===== src/rtl/demux1x8_deser.sv =====
// Serial-to-parallel receiver: routes each valid bit through a 1-to-8 demux into an
// assembly register and hands completed bytes to a one-entry valid/ready buffer.
module demux1x8_deser (
    input  logic       clk,
    input  logic       rst,
    input  logic       in,
    input  logic       in_valid,
    input  logic       sync,
    output logic [7:0] out,
    output logic       out_valid,
    input  logic       out_ready,
    output logic [2:0] idx,
    output logic       overrun
);

    logic [7:0] asm_reg;
    logic [7:0] asm_next;
    logic [7:0] byte_done;
    logic       complete;
    logic       pop;

    // NOTE: every always_comb output gets a default first so no path can infer a latch.
    always_comb begin
        asm_next  = asm_reg;
        complete  = 1'b0;
        pop       = out_valid && out_ready;
        byte_done = {in, asm_reg[6:0]};
        if (in_valid) begin
            if (sync) begin
                asm_next[0] = in;
            end else begin
                for (int k = 0; k < 8; k++) begin
                    if (idx == 3'(k)) begin
                        asm_next[k] = in;
                    end
                end
                complete = (idx == 3'd7);
            end
        end
    end

    // NOTE: state registers use non-blocking assignments so all flops update together.
    always_ff @(posedge clk) begin
        if (rst) begin
            asm_reg   <= 8'h00;
            idx       <= 3'd0;
            out       <= 8'h00;
            out_valid <= 1'b0;
            overrun   <= 1'b0;
        end else begin
            asm_reg <= asm_next;
            if (in_valid) begin
                idx <= sync ? 3'd1 : idx + 3'd1;
            end

            // A pop in the same cycle frees the slot, so the new byte loads without a bubble.
            if (complete && (!out_valid || pop)) begin
                out       <= byte_done;
                out_valid <= 1'b1;
            end else if (complete) begin
                overrun   <= 1'b1;
            end else if (pop) begin
                out_valid <= 1'b0;
            end
        end
    end

endmodule


===== config.mk =====
export PLATFORM = sky130hd
export DESIGN_NAME = demux1x8_deser
export DESIGN_NICKNAME = d
export VERILOG_FILES = /design/src/rtl/demux1x8_deser.sv
export SDC_FILE = /design/constraint.sdc
export NUM_CORES = 1
export LEC_CHECK = 0
export ABC_AREA = 1
export CORE_ASPECT_RATIO = 0.75
export CORE_UTILIZATION = 40
export CTS_CLUSTER_DIAMETER = 60
export DETAILED_ROUTE_END_ITERATION = 8
export PLACE_DENSITY = 0.63
export SKIP_LAST_GASP = 1
export SYNTH_ARGS = -nofsm -noshare
export SYNTH_HDL_FRONTEND = slang
export SYNTH_SLANG_ARGS = --single-unit

===== constraint.sdc =====
create_clock -name clk -period 1.9 [get_ports clk]
set_input_delay 0.285 -clock clk [delete_from_list [all_inputs] [get_ports clk]]
set_output_delay 0.285 -clock clk [all_outputs]
set_load 0.02 [all_outputs]

=== Yosys cells after proc, flatten, opt, wreduce, memory -nomap -nowiden ===
Index checks and enable logic that the tools add are counted.

* Input port bits: 6
* Logic and storage cells: 46
* Bits in registers: 20
* Output and inout bits: 13

* $add $sub $neg: 1
* Mux-type cells: 8
* Bitwise operators: 2
* Equality and inequality tests: 8
* Reduce and logical (&&, ||, !) cells: 16

{| class="wikitable"
|+ Operator list
! kind !! count
|-
| AND reduction 3 bit || 6
|-
| == test 3 bit, second input constant || 4
|-
| 2-to-1 mux 1 bit || 7
|-
| == test 3 x 2 -> 1 bit, second input constant || 2
|-
| AND reduction 2 bit || 3
|-
| nonzero test 2 bit || 2
|-
| adder 3 x 1 -> 3 bit, second input constant || 1
|-
| == test 3 x 1 -> 1 bit, second input constant || 1
|-
| logical NOT 3 bit || 1
|-
| 2-to-1 mux 3 bit || 1
|-
| logical AND 1 bit || 2
|-
| != test 2 x 1 -> 1 bit, second input constant || 1
|-
| NOT 1 bit || 2
|-
| logical NOT 1 bit || 1
|-
| logical OR 1 bit || 1
|}

=== Longest topological paths before layout ===
Gate-level depths: netlist of the first run.

* Depth in word-level cells: 6
* Mapped depth: 7
* Mapped depth without buffers: 7

=== Worst setup path before layout of the first run ===
No wires, ideal clock.

* Path kind: flip-flop to flip-flop
* Start: register idx[0]
* End: register out[0]
* Cell stages (with the launch flop): 8
* Path buffers: 1
* Library setup time: 0.064 ns
* Arrival time: 1.432 ns
* Setup slack: 0.404 ns
* Cells stage by stage: dfxtp_1 ha_1 ha_1 buf_4 nand3_1 nor2_4 nor2_1 nor2_1

* Cells in the longest elaborated chain, start to end: 4

{| class="wikitable"
|+ Ends and longest elaborated chain
! what !! RTL line !! source
|-
| start: declaration || 12 || <nowiki>output logic [2:0] idx,</nowiki>
|-
| start signal: assignment || 53 || <nowiki>idx <= sync ? 3'd1 : idx + 3'd1;</nowiki>
|-
| == test 3 bit || 37 || <nowiki>complete = (idx == 3'd7);</nowiki>
|-
| 2-to-1 mux 1 bit || 29 || <nowiki>if (sync) begin</nowiki>
|-
| 2-to-1 mux 1 bit || 28 || <nowiki>if (in_valid) begin</nowiki>
|-
| logical AND 1 bit || 57 || <nowiki>if (complete && (!out_valid || pop)) begin</nowiki>
|-
| end signal: assignment || 58 || <nowiki>out <= byte_done;</nowiki>
|-
| end: declaration || 9 || <nowiki>output logic [7:0] out,</nowiki>
|}

No other way between the ends.
A chain may end at the register's enable or synchronous reset.

=== Worst setup path in the final report of the first run ===
* Start: register idx[2]
* End: output idx[2]

No word-level cell between the ends.

==> results of run 1 <==
-- stage by stage --
| stage | hold slack, ps | utilization | setup slack (ps) | area [µm²] |
|---|---|---|---|---|
| floorplan | 347 | - | 404 | 951 |
| global placement | 455 | 0.544 | 256 | 1150 |
| global route | 513 | 0.568 | 107 | 1200 |
| CTS | 485 | 0.568 | 167 | 1200 |
| detailed placement | 460 | 0.544 | 224 | 1150 |
| finish | 480 | 0.568 | 177 | 1200 |
-- cell usage after synthesis --
master / n
a21oi_1: 4
a21oi_2: 1
buf_2: 3
buf_4: 1
buf_6: 1
dfxtp_1: 20
ha_1: 6
inv_1: 15
inv_2: 1
nand2_1: 23
nand3_1: 2
nand3_2: 1
nand4_1: 8
nor2_1: 31
nor2_2: 1
nor2_4: 1
nor3_1: 5
o21a_1: 1
o21ai_0: 6
-- where the power goes --
group | total, mW | internal, mW | switching, mW
clock network | 0.347 | 0.213 | 0.134
registers | 0.431 | 0.425 | 0.00640
logic | 0.0660 | 0.0264 | 0.0396
-- final cells by class --
type | instances | area share
multi-input cells | 90 | 0.379
flip-flops and latches | 20 | 0.332
repair buffers | 20 | 0.162
inverters | 16 | 0.0498
well taps | 32 | 0.0332
clock inverters | 1 | 0.0249
clock buffers | 3 | 0.0187
-- cell families (layout without fill, tap and decap cells) --
| logic type | count (synthesis) | count (layout) | share of synthesized area |
|---|---|---|---|
| buffers and inverters | 21 | 40 | 0.0987 |
| flip-flops | 20 | 20 | 0.421 |
| AND/OR/NAND/NOR | 72 | 72 | 0.332 |
| AO/OA/AOI/OAI | 12 | 12 | 0.0697 |
| adder cells (fa/ha/maj) | 6 | 6 | 0.0789 |
-- metal layers --
layer | GRT usage | up-vias | part of all wire
met4 | 0.0524 | 0 | 0.016
met1 | 0.235 | 358 | 0.52
met2 | 0.285 | 18 | 0.42
met5 | 0 | - | 0
met3 | 0.0673 | 4 | 0.045
li1 | - | 452 | -
-- how the worst min path moves through the flow --
stage / start / depth (start not counted) / to / slack, ps
2_1_floorplan: rst / 1 / asm_reg[3] / 350
4_1_cts: asm_reg[3] / 2 / asm_reg[3] / 480
6_report: asm_reg[3] / 2 / asm_reg[3] / 480
5_1_grt: out[5] / 2 / out[5] / 510
3_5_place_dp: asm_reg[3] / 2 / asm_reg[3] / 460
3_3_place_gp: overrun / 2 / overrun / 460
==> qor.yml, run 1 <==
status: "completed"
synthCells: 131
synthTopCellsByArea: "dfxtp_1 (42%), nor2_1 (12%), nand2_1 (9.1%), ha_1 (7.9%), inv_1 (5.9%)"
required_ps: 1620
hpwl_um: 1510
dr.pass1.iters: 4
reg2reg_to: "out[0]"
die_x_um: 58.3
cts_made_buffers: 3
grt_pass1_wl_um: 3510
max_cap_violations: 0
fillCellCount: 212
cpLargestDelayFamily: "buffers and inverters"
max_freq_mhz: 580
synth_cell_types: 19
grt_use_total: 0.181
path_class: "register to output port"
synth.largest_area_cell: "dfxtp_1"
rsz0062_at_grt: "false"
final-setup-viol-count: 0
ff_latch_area_um2: 400
cp-end-kind: "output port"
nets: 163
power_uw: 844
h-tree-depth: 1
grt_start_max_net_pins: 16
cts_resized: 0
drc: 0
worstPathCellList: "clkdlybuf4s50_1"
grt_antenna_before_repair: 0
drv_slew: 0
vias_per_cell: 4.57
fin_crit_sh: 0.907
arrival_ps: 1440
tns_ps: 0
cp_num_buf_inv: 1
placed_cells: 178
p_per_area_nw_per_um2: 701
crit_start: "idx[2]"
antenna_cells: 0
crit_slowest_cell: "clkdlybuf4s50_1"
largest_reg_flops: 8
area_growth_pct: 26.7
avgSynthCellArea_um2: 7.26
synth-seq-cells: 20
wl_um: 1970
critPathLaunchType: "register"
gp_congestion: 0.783
ios: 19
grt_overflow: 0
multi_input_area_um2: 457
cts_tree: "yes"
initial_core_util: 0.449
yosys_warnings: 0
grt_pass1_vias: 810
reg2regPathDepth: 6
layout-drive-gt1-share: 0.0733
syn_nets: 143
instances_no_fill: 182
ctsHoldBuffers: 0
crit_fanout: 7
clock_latency_ps: 310
relSlewSlack: 0.703
period_needed_ps: 1720
critical_path.endpoint: "idx[2]"
netlist_area_um2: 951
slowest_delay_ps: 660
clkTransAtPathRegs_ps: 110
routedWlPerCell_um: 10.8
cts_root_buf: "clkbuf_4"
ys_seq_area_frac: 0.421
final_common_cell: "nor2_1"
worstMarginPinSlew_ps: 445
fp-row-count: 14
drt-initial-drc-count: 15
hold_class: "register to register"
worst_r2r_startpoint: "idx[0]"
yosysTopAreaCellShare: 0.421
antenna_left: 0
fin_worst_skew_ps: 11.6
die_area_um2: 2580
die_h_um: 44.2
leakage_nw: 0.480
final_cell_mix: "nor2_1 (31), nand2_1 (23), dfxtp_1 (20)"
coreArea_um2: 2120
clockBufferDepth: 2
hold_violations: 0
num_vias: 832
cts.sinks: 20
crit_cells: 1
r2r_slack_ps: 400
cts_setup_buffers: 0
io_buffers: 18
peakVddDrop_uv: 504
No activity file was read; power rests on OpenSTA's default activity.
==> run 2, diff against run 1 <==
GPL_TIMING_DRIVEN = 0   (was not set)
==> run 2 against run 1 <==
Sequential share of layout area is 0.069 points lower; critical path depth stayed put; clock skew is 7.1 ps lower; core utilization is 0.12 points higher; register-to-register slack worse by 60 ps; global-route usage is 2.2 points lower; setup slack better by 13 ps; clock power is 28% lower; fmax is 0.75% higher; sequential power hardly changed; routed wire length is 5.4% lower; critical path type unchanged; critical endpoint unchanged.
==> qor.yml, run 2 (synthesized netlist as in run 1, its figures left out) <==
status: "completed"
cts_root_buf: "clkbuf_4"
worstMarginPinSlew_ps: 308  # -137 ps
min_from: "asm_reg[3]"
die_area_um2: 2580  # unchanged
layout-drive-gt1-share: 0.0915  # +0.0182
max_cap_violations: 0  # unchanged
area_growth_pct: 27.0
relSlewSlack: 0.794  # +0.0909
reg2regPathDepth: 7  # +1
final-setup-viol-count: 0  # unchanged
ctsHoldBuffers: 0  # unchanged
critPathLaunchType: "register"
slowest_delay_ps: 650  # about the same
vias_per_cell: 4.63  # +1.2%
arrival_ps: 1420  # -20 ps
worstPathCellList: "clkdlybuf4s50_1"
clkTransAtPathRegs_ps: 110  # about the same
hold_class: "register to register"
ios: 19  # unchanged
hold_depth: 2  # unchanged
clock_latency_ps: 300  # about the same
cp-end-kind: "output port"
p_sw_uw: 178  # -0.77%
r2r_slack_ps: 340  # -60 ps
grt_pass1_wl_um: 3120  # -11%
p_per_area_nw_per_um2: 621  # -11%
grt_antenna_before_repair: 0  # unchanged
power_uw: 750  # -11%
drt-initial-drc-count: 33  # +18
fp-row-count: 14  # unchanged
grt_use_total: 0.160  # -0.0217
largest_reg_flops: 8  # unchanged
dr.pass1.iters: 4  # unchanged
max_freq_mhz: 585  # +0.75%
initial_core_util: 0.449  # unchanged
pwr-share-seq: 0.574  # +0.063
worst_r2r_startpoint: "idx[0]"
hpwl_um: 1450  # -3.7%
switching_share: 0.238  # +0.0249
h-tree-depth: 1  # unchanged
cts.sinks: 20  # unchanged
leakage_nw: 0.484  # +0.90%
antenna_left: 0  # unchanged
grt_pass1_vias: 757  # -6.5%
grt_overflow: 0  # unchanged
crit_fanout: 7  # unchanged
routedWlPerCell_um: 10.1  # -6.9%
drv_slew: 0  # unchanged
cts_tree: "yes"
final_cell_mix: "nor2_1 (31), nand2_1 (23), dfxtp_1 (20)"
drc: 0  # unchanged
fin_worst_skew_ps: 4.59  # -7.06 ps
die_h_um: 44.2  # unchanged
antenna_cells: 0  # unchanged
required_ps: 1620  # about the same
period_needed_ps: 1710  # -12.8 ps
cts_setup_buffers: 0  # unchanged
cts_resized: 0  # unchanged
rsz0062_at_grt: "false"
cpLargestDelayFamily: "buffers and inverters"
crit_slowest_cell: "clkdlybuf4s50_1"
fin_crit_sh: 0.900  # -0.00673
nets: 166  # +1.8%
peakVddDrop_uv: 481  # -4.4%
cts_made_buffers: 3  # unchanged
hold_violations: 0  # unchanged
io_buffers: 18  # unchanged
worstHoldEndpoint: "asm_reg[3]"
cp_num_buf_inv: 1  # unchanged
clockBufferDepth: 2  # unchanged
path_class: "register to output port"
coreArea_um2: 2120  # unchanged
fillCellCount: 209  # -1.4%
pwr-share-comb: 0.094  # +0.016
grt_start_max_net_pins: 12  # -4
gp_congestion: 0.765  # -2.3%
p_int_uw: 572  # -14%
reg2reg_to: "out[7]"
wl_um: 1860  # -5.4%
num_vias: 856  # +2.9%
final_common_cell: "nor2_1"
die_x_um: 58.3  # unchanged
tns_ps: 0  # unchanged
p_clk_frac: 0.332  # -0.079
## run 2: cell count changes in the layout (fill, tap and decap cells not counted), sizes merged
cell and delta:
clkbuf +1, buf +3, bufinv -1
## run 2: metal layers
layer  vias up  routed length [µm]  GRT usage
met1       382                 962      0.207
met3         2                  93     0.0556
met4         0                  13     0.0286
met5         -                   0          0
met2        16                 794      0.262
li1        456                   -          -
## run 2: cell type report
cell class | instances | area, µm² | share of cell area
multi-input combinational | 90 | 457 | 0.378
sequential | 20 | 400 | 0.332
timing repair buffer | 18 | 180 | 0.149
inverter | 16 | 60.1 | 0.0497
tap | 32 | 40.0 | 0.0332
clock buffer | 4 | 36.3 | 0.0301
buffer | 5 | 33.8 | 0.0280
## run 2: how the worst max path moves through the flow
stage | from | depth (start not counted) | endpoint | slack, ps
2_1_floorplan | idx[0] | 7 | out[0] | 400
3_3_place_gp | in_valid | 7 | out[3] | 300
3_5_place_dp | in_valid | 7 | out[7] | 320
4_1_cts | idx[2] | 1 | idx[2] | 190
5_1_grt | idx[2] | 1 | idx[2] | 130
6_report | idx[2] | 1 | idx[2] | 190
## run 2: power by group through the flow
stage | clock (mW) | sequential, mW | combinational [mW]
floorplan | 0 | 0.442 | 0.0377
global placement | 0 | 0.439 | 0.0698
detailed placement | 0 | 0.439 | 0.0704
CTS | 0.256 | 0.430 | 0.0706
global route | 0.272 | 0.431 | 0.0771
finish | 0.249 | 0.430 | 0.0705
## run 2: stage by stage
stage,utilization,std cells,setup slack [ps],hold slack (ps),instance area (µm²)
final,0.570,185,190,477,1210
after global placement,0.553,181,304,456,1170
after global routing,0.570,185,129,494,1210
after detailed placement,0.553,181,320,461,1170
after floorplan,-,131,404,347,951
after CTS,0.570,185,187,483,1210
